--- src/rtl/mips_ctrl_pkg.sv ---
// Shared types and encodings for the multi-cycle MIPS control sequencer.
// Latency: n/a (constants, types and a pure decode function).
// Backpressure: n/a.
package mips_ctrl_pkg;

    localparam logic [5:0] OP_RTYPE = 6'b000000;
    localparam logic [5:0] OP_LW    = 6'b100011;
    localparam logic [5:0] OP_SW    = 6'b101011;

    localparam logic [5:0] FN_ADD   = 6'b100000;
    localparam logic [5:0] FN_MUL   = 6'b011000;

    localparam logic [1:0] ALU_OP_ADDR  = 2'b00;
    localparam logic [1:0] ALU_OP_RTYPE = 2'b10;

    typedef enum logic [3:0] {
        IDLE, FETCH, DECODE, MEM_ADDR, MEM_READ, MEM_WB,
        MEM_WRITE, R_EXEC, MUL_WAIT, R_WB, HALT
    } state_t;

    typedef struct packed {
        logic       ir_write;
        logic       pc_write;
        logic       reg_write;
        logic       mem_read;
        logic       mem_write;
        logic       iord;
        logic       mem_to_reg;
        logic       wb_sel_mul;
        logic       alu_src_b;
        logic [1:0] alu_op;
        logic       mul_start;
        logic       busy;
    } ctrl_t;

    // Moore control word for a state; is_mul only matters in DECODE and R_WB.
    function automatic ctrl_t ctrl_for(state_t s, logic is_mul);
        ctrl_t c;
        c = '0;
        case (s)
            FETCH:     c.ir_write = 1'b1;
            DECODE:    c.mul_start = is_mul;
            MEM_ADDR: begin
                c.alu_src_b = 1'b1;
                c.alu_op    = ALU_OP_ADDR;
            end
            MEM_READ: begin
                c.mem_read = 1'b1;
                c.iord     = 1'b1;
            end
            MEM_WB: begin
                c.reg_write  = 1'b1;
                c.mem_to_reg = 1'b1;
                c.pc_write   = 1'b1;
            end
            MEM_WRITE: begin
                c.mem_write = 1'b1;
                c.iord      = 1'b1;
                c.pc_write  = 1'b1;
            end
            R_EXEC:    c.alu_op = ALU_OP_RTYPE;
            R_WB: begin
                c.reg_write  = 1'b1;
                c.wb_sel_mul = is_mul;
                c.pc_write   = 1'b1;
            end
            default: ;
        endcase
        c.busy = (s != IDLE) && (s != HALT);
        return c;
    endfunction

endpackage

--- src/rtl/mips_mc_sequencer_if.sv ---
// Bundle between sequencer (master) and instruction memory / datapath (slave).
// Latency: n/a (wires only).
// Backpressure: none; mul_done is the only stall input, start the only launch input.
interface mips_mc_sequencer_if #(
    parameter int CNT_W = 16
);
    logic             start;
    logic [31:0]      instr;
    logic             mul_done;
    logic [31:0]      pc;
    logic             ir_write;
    logic             pc_write;
    logic             reg_write;
    logic             mem_read;
    logic             mem_write;
    logic             iord;
    logic             mem_to_reg;
    logic             wb_sel_mul;
    logic             alu_src_b;
    logic [1:0]       alu_op;
    logic             mul_start;
    logic [4:0]       dst_reg;
    logic [4:0]       src_a;
    logic [4:0]       src_b;
    logic [CNT_W-1:0] retired;
    logic             busy;
    logic             done;
    logic             err;

    modport master (
        input  start, instr, mul_done,
        output pc, ir_write, pc_write, reg_write, mem_read, mem_write, iord,
               mem_to_reg, wb_sel_mul, alu_src_b, alu_op, mul_start,
               dst_reg, src_a, src_b, retired, busy, done, err
    );

    modport slave (
        output start, instr, mul_done,
        input  pc, ir_write, pc_write, reg_write, mem_read, mem_write, iord,
               mem_to_reg, wb_sel_mul, alu_src_b, alu_op, mul_start,
               dst_reg, src_a, src_b, retired, busy, done, err
    );
endinterface

--- src/rtl/mips_ctrl_decode.sv ---
// Classifies an instruction word into lw/sw/add/mul/illegal and slices register indices.
// Latency: combinational.
// Backpressure: n/a.
module mips_ctrl_decode
    import mips_ctrl_pkg::*;
(
    input  logic [31:0] ir,
    output logic        is_lw,
    output logic        is_sw,
    output logic        is_add,
    output logic        is_mul,
    output logic        illegal,
    output logic [4:0]  dst_reg,
    output logic [4:0]  src_a,
    output logic [4:0]  src_b
);
    logic [5:0] opcode;
    logic [5:0] funct;

    assign opcode = ir[31:26];
    assign funct  = ir[5:0];

    assign is_lw   = (opcode == OP_LW);
    assign is_sw   = (opcode == OP_SW);
    assign is_add  = (opcode == OP_RTYPE) && (funct == FN_ADD);
    assign is_mul  = (opcode == OP_RTYPE) && (funct == FN_MUL);
    assign illegal = !(is_lw || is_sw || is_add || is_mul);

    assign dst_reg = ir[25:21];
    assign src_a   = ir[20:16];
    assign src_b   = ir[15:11];

    // Shift-amount field is a don't-care for add/mul on this core.
    wire unused_shamt = ^ir[10:6];
endmodule

--- src/rtl/mips_mc_sequencer.sv ---
// Multi-cycle control FSM: fetch/decode lw, sw, add, mul; owns PC and retired count.
// Latency: lw 5, sw/add 4, mul 4+N cycles FETCH-to-FETCH; all outputs registered.
// Backpressure: stalls in MUL_WAIT until mul_done; start honoured only in IDLE/HALT.
module mips_mc_sequencer
    import mips_ctrl_pkg::*;
#(
    parameter logic [31:0] PROG_END = 32'd360,
    parameter int          CNT_W    = 16
)(
    input  logic              clk,
    input  logic              rst_n,
    mips_mc_sequencer_if.master bus
);
    state_t           state_q, nxt_state;
    logic [31:0]      ir_q, nxt_ir;
    logic [31:0]      pc_q, nxt_pc, pc_inc;
    logic [CNT_W-1:0] ret_q, nxt_ret;
    logic             done_q, nxt_done;
    logic             err_q, nxt_err;
    ctrl_t            ctrl_q;
    logic [4:0]       dst_q, srca_q, srcb_q;

    logic             is_lw, is_sw, is_add, is_mul, illegal;
    logic [4:0]       dec_dst, dec_srca, dec_srcb;

    // Decode the IR as it will be next cycle so control and register
    // indices can be registered; outside FETCH this is just ir_q.
    assign nxt_ir = (state_q == FETCH) ? bus.instr : ir_q;
    assign pc_inc = pc_q + 32'd4;

    mips_ctrl_decode u_decode (
        .ir      (nxt_ir),
        .is_lw   (is_lw),
        .is_sw   (is_sw),
        .is_add  (is_add),
        .is_mul  (is_mul),
        .illegal (illegal),
        .dst_reg (dec_dst),
        .src_a   (dec_srca),
        .src_b   (dec_srcb)
    );

    always_comb begin
        nxt_state = state_q;
        nxt_pc    = pc_q;
        nxt_ret   = ret_q;
        nxt_done  = done_q;
        nxt_err   = err_q;
        case (state_q)
            IDLE, HALT: begin
                if (bus.start) begin
                    nxt_state = FETCH;
                    nxt_pc    = '0;
                    nxt_ret   = '0;
                    nxt_done  = 1'b0;
                    nxt_err   = 1'b0;
                end
            end
            FETCH:    nxt_state = DECODE;
            DECODE: begin
                if (illegal) begin
                    nxt_state = HALT;
                    nxt_err   = 1'b1;
                end else if (is_lw || is_sw) begin
                    nxt_state = MEM_ADDR;
                end else if (is_add) begin
                    nxt_state = R_EXEC;
                end else begin
                    nxt_state = MUL_WAIT;
                end
            end
            MEM_ADDR: nxt_state = is_lw ? MEM_READ : MEM_WRITE;
            MEM_READ: nxt_state = MEM_WB;
            R_EXEC:   nxt_state = R_WB;
            MUL_WAIT: if (bus.mul_done) nxt_state = R_WB;
            // Completion: PC update and end-of-program check share the cycle.
            MEM_WB, MEM_WRITE, R_WB: begin
                nxt_pc  = pc_inc;
                nxt_ret = ret_q + CNT_W'(1);
                if (pc_inc >= PROG_END) begin
                    nxt_state = HALT;
                    nxt_done  = 1'b1;
                end else begin
                    nxt_state = FETCH;
                end
            end
            default:  nxt_state = IDLE;
        endcase
    end

    always_ff @(posedge clk or negedge rst_n) begin
        if (!rst_n) begin
            state_q <= IDLE;
            ir_q    <= '0;
            pc_q    <= '0;
            ret_q   <= '0;
            done_q  <= 1'b0;
            err_q   <= 1'b0;
            ctrl_q  <= '0;
            dst_q   <= '0;
            srca_q  <= '0;
            srcb_q  <= '0;
        end else begin
            state_q <= nxt_state;
            ir_q    <= nxt_ir;
            pc_q    <= nxt_pc;
            ret_q   <= nxt_ret;
            done_q  <= nxt_done;
            err_q   <= nxt_err;
            ctrl_q  <= ctrl_for(nxt_state, is_mul);
            dst_q   <= dec_dst;
            srca_q  <= dec_srca;
            srcb_q  <= dec_srcb;
        end
    end

    assign bus.pc         = pc_q;
    assign bus.ir_write   = ctrl_q.ir_write;
    assign bus.pc_write   = ctrl_q.pc_write;
    assign bus.reg_write  = ctrl_q.reg_write;
    assign bus.mem_read   = ctrl_q.mem_read;
    assign bus.mem_write  = ctrl_q.mem_write;
    assign bus.iord       = ctrl_q.iord;
    assign bus.mem_to_reg = ctrl_q.mem_to_reg;
    assign bus.wb_sel_mul = ctrl_q.wb_sel_mul;
    assign bus.alu_src_b  = ctrl_q.alu_src_b;
    assign bus.alu_op     = ctrl_q.alu_op;
    assign bus.mul_start  = ctrl_q.mul_start;
    assign bus.busy       = ctrl_q.busy;
    assign bus.dst_reg    = dst_q;
    assign bus.src_a      = srca_q;
    assign bus.src_b      = srcb_q;
    assign bus.retired    = ret_q;
    assign bus.done       = done_q;
    assign bus.err        = err_q;
endmodule

--- src/flat_wrapper.sv ---
// flat-port wrapper written by rule: the top's interface ports become plain ports
module mips_mc_sequencer_flat import mips_ctrl_pkg::*;
#(
    parameter logic [31:0] PROG_END = 32'd360,
    parameter int          CNT_W    = 16
)
  (clk, rst_n, bus_start, bus_instr, bus_mul_done, bus_pc, bus_ir_write, bus_pc_write, bus_reg_write, bus_mem_read, bus_mem_write, bus_iord, bus_mem_to_reg, bus_wb_sel_mul, bus_alu_src_b, bus_alu_op, bus_mul_start, bus_dst_reg, bus_src_a, bus_src_b, bus_retired, bus_busy, bus_done, bus_err);
  mips_mc_sequencer_if #(.CNT_W(CNT_W)) bus_i ();
  input  logic clk;
  input  logic rst_n;
  input wire logic [$bits(bus_i.start)-1:0] bus_start;
  input wire logic [$bits(bus_i.instr)-1:0] bus_instr;
  input wire logic [$bits(bus_i.mul_done)-1:0] bus_mul_done;
  output wire logic [$bits(bus_i.pc)-1:0] bus_pc;
  output wire logic [$bits(bus_i.ir_write)-1:0] bus_ir_write;
  output wire logic [$bits(bus_i.pc_write)-1:0] bus_pc_write;
  output wire logic [$bits(bus_i.reg_write)-1:0] bus_reg_write;
  output wire logic [$bits(bus_i.mem_read)-1:0] bus_mem_read;
  output wire logic [$bits(bus_i.mem_write)-1:0] bus_mem_write;
  output wire logic [$bits(bus_i.iord)-1:0] bus_iord;
  output wire logic [$bits(bus_i.mem_to_reg)-1:0] bus_mem_to_reg;
  output wire logic [$bits(bus_i.wb_sel_mul)-1:0] bus_wb_sel_mul;
  output wire logic [$bits(bus_i.alu_src_b)-1:0] bus_alu_src_b;
  output wire logic [$bits(bus_i.alu_op)-1:0] bus_alu_op;
  output wire logic [$bits(bus_i.mul_start)-1:0] bus_mul_start;
  output wire logic [$bits(bus_i.dst_reg)-1:0] bus_dst_reg;
  output wire logic [$bits(bus_i.src_a)-1:0] bus_src_a;
  output wire logic [$bits(bus_i.src_b)-1:0] bus_src_b;
  output wire logic [$bits(bus_i.retired)-1:0] bus_retired;
  output wire logic [$bits(bus_i.busy)-1:0] bus_busy;
  output wire logic [$bits(bus_i.done)-1:0] bus_done;
  output wire logic [$bits(bus_i.err)-1:0] bus_err;
  assign bus_i.start = bus_start;
  assign bus_i.instr = bus_instr;
  assign bus_i.mul_done = bus_mul_done;
  assign bus_pc = bus_i.pc;
  assign bus_ir_write = bus_i.ir_write;
  assign bus_pc_write = bus_i.pc_write;
  assign bus_reg_write = bus_i.reg_write;
  assign bus_mem_read = bus_i.mem_read;
  assign bus_mem_write = bus_i.mem_write;
  assign bus_iord = bus_i.iord;
  assign bus_mem_to_reg = bus_i.mem_to_reg;
  assign bus_wb_sel_mul = bus_i.wb_sel_mul;
  assign bus_alu_src_b = bus_i.alu_src_b;
  assign bus_alu_op = bus_i.alu_op;
  assign bus_mul_start = bus_i.mul_start;
  assign bus_dst_reg = bus_i.dst_reg;
  assign bus_src_a = bus_i.src_a;
  assign bus_src_b = bus_i.src_b;
  assign bus_retired = bus_i.retired;
  assign bus_busy = bus_i.busy;
  assign bus_done = bus_i.done;
  assign bus_err = bus_i.err;
  mips_mc_sequencer #(.PROG_END(PROG_END), .CNT_W(CNT_W)) u_core (.clk(clk), .rst_n(rst_n), .bus(bus_i));
endmodule
--- config.mk ---
export PLATFORM = sky130hd
export DESIGN_NAME = mips_mc_sequencer_flat
export DESIGN_NICKNAME = d
export VERILOG_FILES = /design/src/rtl/mips_ctrl_pkg.sv /design/src/rtl/mips_mc_sequencer_if.sv /design/src/rtl/mips_ctrl_decode.sv /design/src/rtl/mips_mc_sequencer.sv /design/src/flat_wrapper.sv
export SDC_FILE = /design/constraint.sdc
export NUM_CORES = 1
export LEC_CHECK = 0
export CAP_MARGIN = 20
export CORE_ASPECT_RATIO = 1.75
export CORE_MARGIN = 10
export CORE_UTILIZATION = 45
export DETAILED_ROUTE_END_ITERATION = 10
export PLACE_DENSITY = 0.77
export SYNTH_ARGS = -nofsm -noshare
export SYNTH_HDL_FRONTEND = slang
export SYNTH_SLANG_ARGS = --single-unit
--- constraint.sdc ---
create_clock -name clk -period 5.98 [get_ports clk]
set_input_delay 1.196 -clock clk [delete_from_list [all_inputs] [get_ports clk]]
set_output_delay 1.196 -clock clk [all_outputs]
set_load 0.01 [all_outputs]
# --- After elaboration in Yosys (flattened, before gate mapping) ---
# Cells that the tools add are included.
classes:
  muxes: 29
  eq_ne: 26
  addsub: 2
  n_reduce_logical: 19
  magnitude_cmp: 1
ops:
  columns: ["cell", "count"]
  rows:
  - ["$mux 32", 2]
  - ["$pmux 32 s2", 1]
  - ["$add 32x3->32 const B", 1]
  - ["$eq 4x3->1 const B", 8]
  - ["$ge 32x9->1 const B", 1]
  - ["$pmux 16 s2", 1]
  - ["$pmux 4 s8", 1]
  - ["$mux 4", 6]
  - ["$eq 6x6->1 const B", 3]
  - ["$add 16x1->16 const B", 1]
  - ["$eq 4x2->1 const B", 4]
  - ["$eq 4x4->1 const B", 4]
  - ["$mux 16", 1]
  - ["$mux 1", 13]
  - ["$eq 4x1->1 const B", 2]
  - ["$eq 6x5->1 const B", 1]
  - ["$logic_not 6->1", 1]
  - ["$reduce_and 3->1", 2]
  - ["$reduce_or 2->1", 3]
  - ["$reduce_or 3->1", 2]
  - ["$logic_not 4->1", 1]
  - ["$mux 2", 2]
  - ["$ne 2x2->1 const B", 2]
  - ["$ne 4x4->1 const B", 1]
  - ["7 further kinds", 13]
totals:
  reg_bits: 114
  output_inout_bits: 78
  in_bits: 36
  elab_cells: 99

# --- Logic depth before layout (Yosys ltp) ---
logic_depth:
  depth_word: 11
  depth_mapped: 10
  mapped_depth_nobuf: 8

# --- Cells and area by module ---
# A second synthesis with hierarchy kept.
hier_totals:
  hier_cells: 581
  hier_area_um2: 5670.4
modules_own_cells:
  columns: ["mod", "seq_area_each_um2", "cells_each", "n_inst", "area_each_um2"]
  rows:
  - ["mips_mc_sequencer", 2777.7, 552, 1, 5471.5]
  - ["mips_ctrl_decode", 0.0, 29, 1, 198.9]

# --- Worst setup path before layout ---
# Ideal clock, no wire load.
synth_path:
  kind: "reg2reg"
  from: "register u_core.pc_q[3], in the netlist u_core.bus.pc[3]"
  to: "register u_core.state_q[3]"
  setup_ns: 0.132
  t_required_ns: 5.848
  stages_incl_launch_ff: 11
  slack_ns: 3.141
  n_path_buf: 2
  arrival_ns: 2.708
  synth_period_minus_slack_ns: 2.839
  path_cell_list: "dfrtp_1 ha_1 buf_2 and4_1 buf_2 nand3_2 or3_1 or3_1 a211oi_2 a31oi_1 or3b_1"
synth_via:
  elab_chain_cells: 4
synth_rtl:
  columns: ["element", "line", "rtl"]
  rows:
  - ["start: declaration", "mips_mc_sequencer.sv:16", "logic [31:0] pc_q, nxt_pc, pc_inc;"]
  - ["start signal: assignment", "mips_mc_sequencer.sv:106", "pc_q <= nxt_pc;"]
  - ["$add 32x3->32", "mips_mc_sequencer.sv:29", "assign pc_inc = pc_q + 32'd4;"]
  - ["$ge 32x9->1", "mips_mc_sequencer.sv:80", "if (pc_inc >= PROG_END) begin"]
  - ["$mux 4", "mips_mc_sequencer.sv:80", null]
  - ["$pmux 4 s8", "mips_mc_sequencer.sv:49", "case (state_q)"]
  - ["named net u_core.nxt_state[3]", "mips_mc_sequencer.sv:14", "state_t state_q, nxt_state;"]
  - ["end signal: assignment", "mips_mc_sequencer.sv:104", "state_q <= nxt_state;"]
  - ["end: declaration", "mips_mc_sequencer.sv:14", null]
# The timed path passes the listed nets, and every way through them passes these cells.
# A chain may end at the register's enable or synchronous reset.

==> results_tabular.tex <==
\begin{tabular}{lr}
\hline
Metric & Value \\
\hline
\multicolumn{2}{l}{\textbf{Clocking}} \\
Worst-path clk slew & 0.07 ns \\
Post-CTS setup repair buffer count & 0 \\
Inserted Clock Buffers & 9 \\
Clock root buffer master & clkbuf\_16 \\
TritonCTS clock tree & yes \\
Htree depth & 3 \\
Clock net sink count & 91 \\
Cts hold-fix bufs & 0 \\
Clock latency on the worst-skew pair & 0.34 ns \\
Resized Gates After CTS & 0 \\
Clock buffer depth & 2 \\
\multicolumn{2}{l}{\textbf{Timing}} \\
Clock Skews & 0.007880 ns \\
Total count of max-transition violations in the final report & 0 \\
Transition at the pin with the smallest max-transition slack & 0.8363 ns \\
Setup TNS after final layout & 0 ns \\
Hold Violations, Final & 0 \\
Min cycle time layout & 3.754 ns \\
Final critical-path share of the clock period & 0.6278 \\
Final count of negative-setup-slack endpoints & 0 \\
Fmax & 266.4 MHz \\
Slew Limit Headroom & 0.4407 \\
Unrepaired setup endpoints after global routing & no \\
\multicolumn{2}{l}{\textbf{Power and ir drop}} \\
Power density over cell area & 404.9 mW/mm2 \\
Peak supply drop & 0.2481 mV \\
Cell leakage power & between 2 and 3 nW \\
\multicolumn{2}{l}{\textbf{Logic synthesis}} \\
Cell Area, Synth & about 0.0054 mm2 \\
Count of state elements after synthesis & $\sim$90 \\
Count of mapped cells out of synthesis & 638 \\
Post-synthesis average cell area & 8.403 um2 \\
Post-synth EDFFs & 0 \\
Count of warnings emitted by yosys & 0 \\
Leading post-synthesis cells by cell area & dfrtp\_1 (42\%), nand2\_1 (8.1\%), o31ai\_1 (7.7\%), nor2\_1 (3.6\%), nand3\_1 (2.9\%) \\
Fraction of synthesized cell area taken by the top area cell type & 0.4247 \\
Post-synthesis cell type with the largest combined area & dfrtp\_1 \\
Synth unique cells & 57 \\
Sequential share of the synthesized area & 0.4247 \\
Dominant register cell in the synthesized netlist & dfrtp\_1 \\
Share of flip-flops with an asynchronous set or reset after synthesis & 1.000 \\
\multicolumn{2}{l}{\textbf{Cells and area}} \\
Number of flip-flops in the largest register & 30 \\
Most common cell after layout, fill and taps aside & nand2\_1 \\
Net count of the finished layout & 735 \\
Ratio of cells with drive above 1 in the final layout & 0.04721 \\
Number of inserted diodes & 0 \\
Area added between synthesis and finish & 23.66\% \\
Commonest cells after routing, fill and taps aside & nand2\_1 (115), clkdlybuf4s50\_1 (104), dfrtp\_1 (91), o31ai\_1 (55), nor2\_1 (52) \\
Final Cell Area & approximately 0.0066 mm2 \\
\multicolumn{2}{l}{\textbf{Setup path}} \\
Crit Path Category & input port to flip-flop \\
Crit-path max cell delay & 0.77 ns \\
Critical path peak fanout & 29 \\
Arrival time of the worst setup path & 4.01 ns \\
Nature of the critical path startpoint & input port \\
Cell breakdown of the critical path & clkdlybuf4s50\_1 > nand3\_1 > nor4\_4 > nor2\_1 > o21ai\_1 > a211oi\_4 > buf\_4 > nor2\_1 > a31oi\_1 \\
Crit. End Element & flip-flop \\
Cell mode on critical path & nor2\_1 \\
Critical Path RT & roughly 6.2 ns \\
Slowest cell on crit path & a211oi\_4 \\
\multicolumn{2}{l}{\textbf{Floorplan}} \\
Num rows & 52 \\
I/O pin count & 114 \\
Die Outline Area & approximately 0.017 mm2 \\
Die X-Extent & 102.5 um \\
Core Box Area & 0.01165 mm2 \\
Y dimension of the die & 164.4 um \\
Initial core utilization & 0.4604 \\
\multicolumn{2}{l}{\textbf{Placed design}} \\
DP Area & roughly 0.0063 mm2 \\
Number of port buffers & 105 \\
HPWL after detailed placement & between 10 and 15 mm \\
GP Congestion & 0.9143 \\
\multicolumn{2}{l}{\textbf{Worst hold path}} \\
Class of the tightest hold or removal check & flip-flop to flip-flop \\
\multicolumn{2}{l}{\textbf{Route}} \\
Remaining DRCs & 0 \\
Drt via density & 6.103 \\
Post-DR wirelength/cell & around 19 um \\
Number of iterations in the first detailed-routing pass & 7 \\
Routed WL & 15.97 mm \\
First-iteration detailed-routing DRC count & just under 400 \\
DR vias & 5090 \\
Antenna-violating nets left & 0 \\
\multicolumn{2}{l}{\textbf{Global routing}} \\
First-pass GRT wire length & 25.85 mm \\
Global-route usage over all layers & 0.1881 \\
Number of antenna violations at the first check in global routing & 0 \\
Overflow after GRT & 0 \\
Maximum number of pins on one net before global-route repair & 59 \\
Number of global-route vias before repair & 5133 \\
\multicolumn{2}{l}{\textbf{Run status}} \\
Run status & complete, no violations \\
\multicolumn{2}{l}{\textbf{Flow run}} \\
Total of max-cap violations & 0 \\
\hline
\end{tabular}
-- metrics by stage --
stage | total power [mW] | worst slack, ns | std cells | util | hold slack [ns]
finish | 2.685 | 2.226 | 834 | 0.5693 | 0.4789
global route | 2.866 | 2.006 | 834 | 0.5693 | 0.5025
CTS | 2.707 | 2.253 | 834 | 0.5693 | 0.4838
detailed placement | 2.080 | 1.925 | 819 | 0.5415 | 0.4668
global placement | 2.039 | 2.016 | 819 | 0.5415 | 0.4581
floorplan | 1.697 | 3.141 | 640 | - | 0.4465
-- path summary, 6_finish.rpt --
| kind | slack [ns] | start | to | depth (start not counted) |
|---|---|---|---|---|
| setup / recovery | 2.23 | bus_instr[31] | u_core.bus.pc[20]$_DFFE_PN0P_ | 9 |
| hold / removal | 0.48 | u_core.ir_q[15]$_DFFE_PN0P_ | u_core.ir_q[15]$_DFFE_PN0P_ | 2 |
| setup reg to reg | 2.25 | u_core.state_q[1]$_DFF_PN0_ | u_core.bus.pc[20]$_DFFE_PN0P_ | 8 |
| hold reg to reg | 0.48 | u_core.ir_q[15]$_DFFE_PN0P_ | u_core.ir_q[15]$_DFFE_PN0P_ | 2 |
| max in group asynchronous | 4.07 | rst_n | u_core.bus.err$_DFFE_PN0P_ | 2 |
| min in group asynchronous | 0.85 | rst_n | u_core.bus.retired[5]$_DFFE_PN0P_ | 1 |
-- power breakdown --
group	switching [mW]	internal, mW
Sequential	0.174	0.768
Clock	0.242	0.378
Combinational	0.679	0.444
-- critical path, delay by kind of cell --
family | cells | cell delay [ns]
buffers and inverters | 2 | 0.92
AO/OA/AOI/OAI | 3 | 1.17
AND/OR/NAND/NOR | 4 | 0.72
-- logic make-up after synthesis --
kind of cell	count (synthesis)	synth area share
simple gates	311	0.2866
compound gates	151	0.1956
other cells	1	0.0006994
xor+xnor	3	0.004902
buf+inv	73	0.07071
flops	91	0.4247
fa+ha+maj	4	0.009335
mux	4	0.007468
-- metal layers --
layer	routed length, um	global-route usage	part of all wire	vias to the layer above
met3	1088	0.03849	0.068	30
li1	-	-	-	2396
met4	340	0.07732	0.021	0
met1	6000	0.2025	0.38	2442
met5	0	0	0	-
met2	8537	0.3431	0.53	222
-- cell usage after synthesis (4+ instances only) --
cell type  count
nand2_1      115
nand3_1       31
nor3_1        19
nand2b_1       7
a21oi_1       15
nor2b_1        6
inv_1          6
nor2_1        52
o21ai_0       26
a211oi_1       5
nor4_1        10
o41ai_1        4
a31oi_1       11
and2_1        10
clkbuf_1      35
o31ai_1       55
ha_1           4
and3_1        11
a211o_1        4
dfrtp_1       91
nand4_1       21
buf_4         19
and4_1         7
mux2i_1        4
buf_2          9
or3_1          5
-- layout make-up --
| type | count | area [um2] |
|---|---|---|
| fill | 1022 | 5016 |
| tap | 135 | 168.9 |
| timing repair buffer | 111 | 1094 |
| sequential | 91 | 2277 |
| inverter | 6 | 22.52 |
| multi-input combinational | 476 | 2744 |
| clock buffer | 10 | 239.0 |
| clock inverter | 5 | 85.08 |
Note: power is estimated with default switching activity, not from simulation.
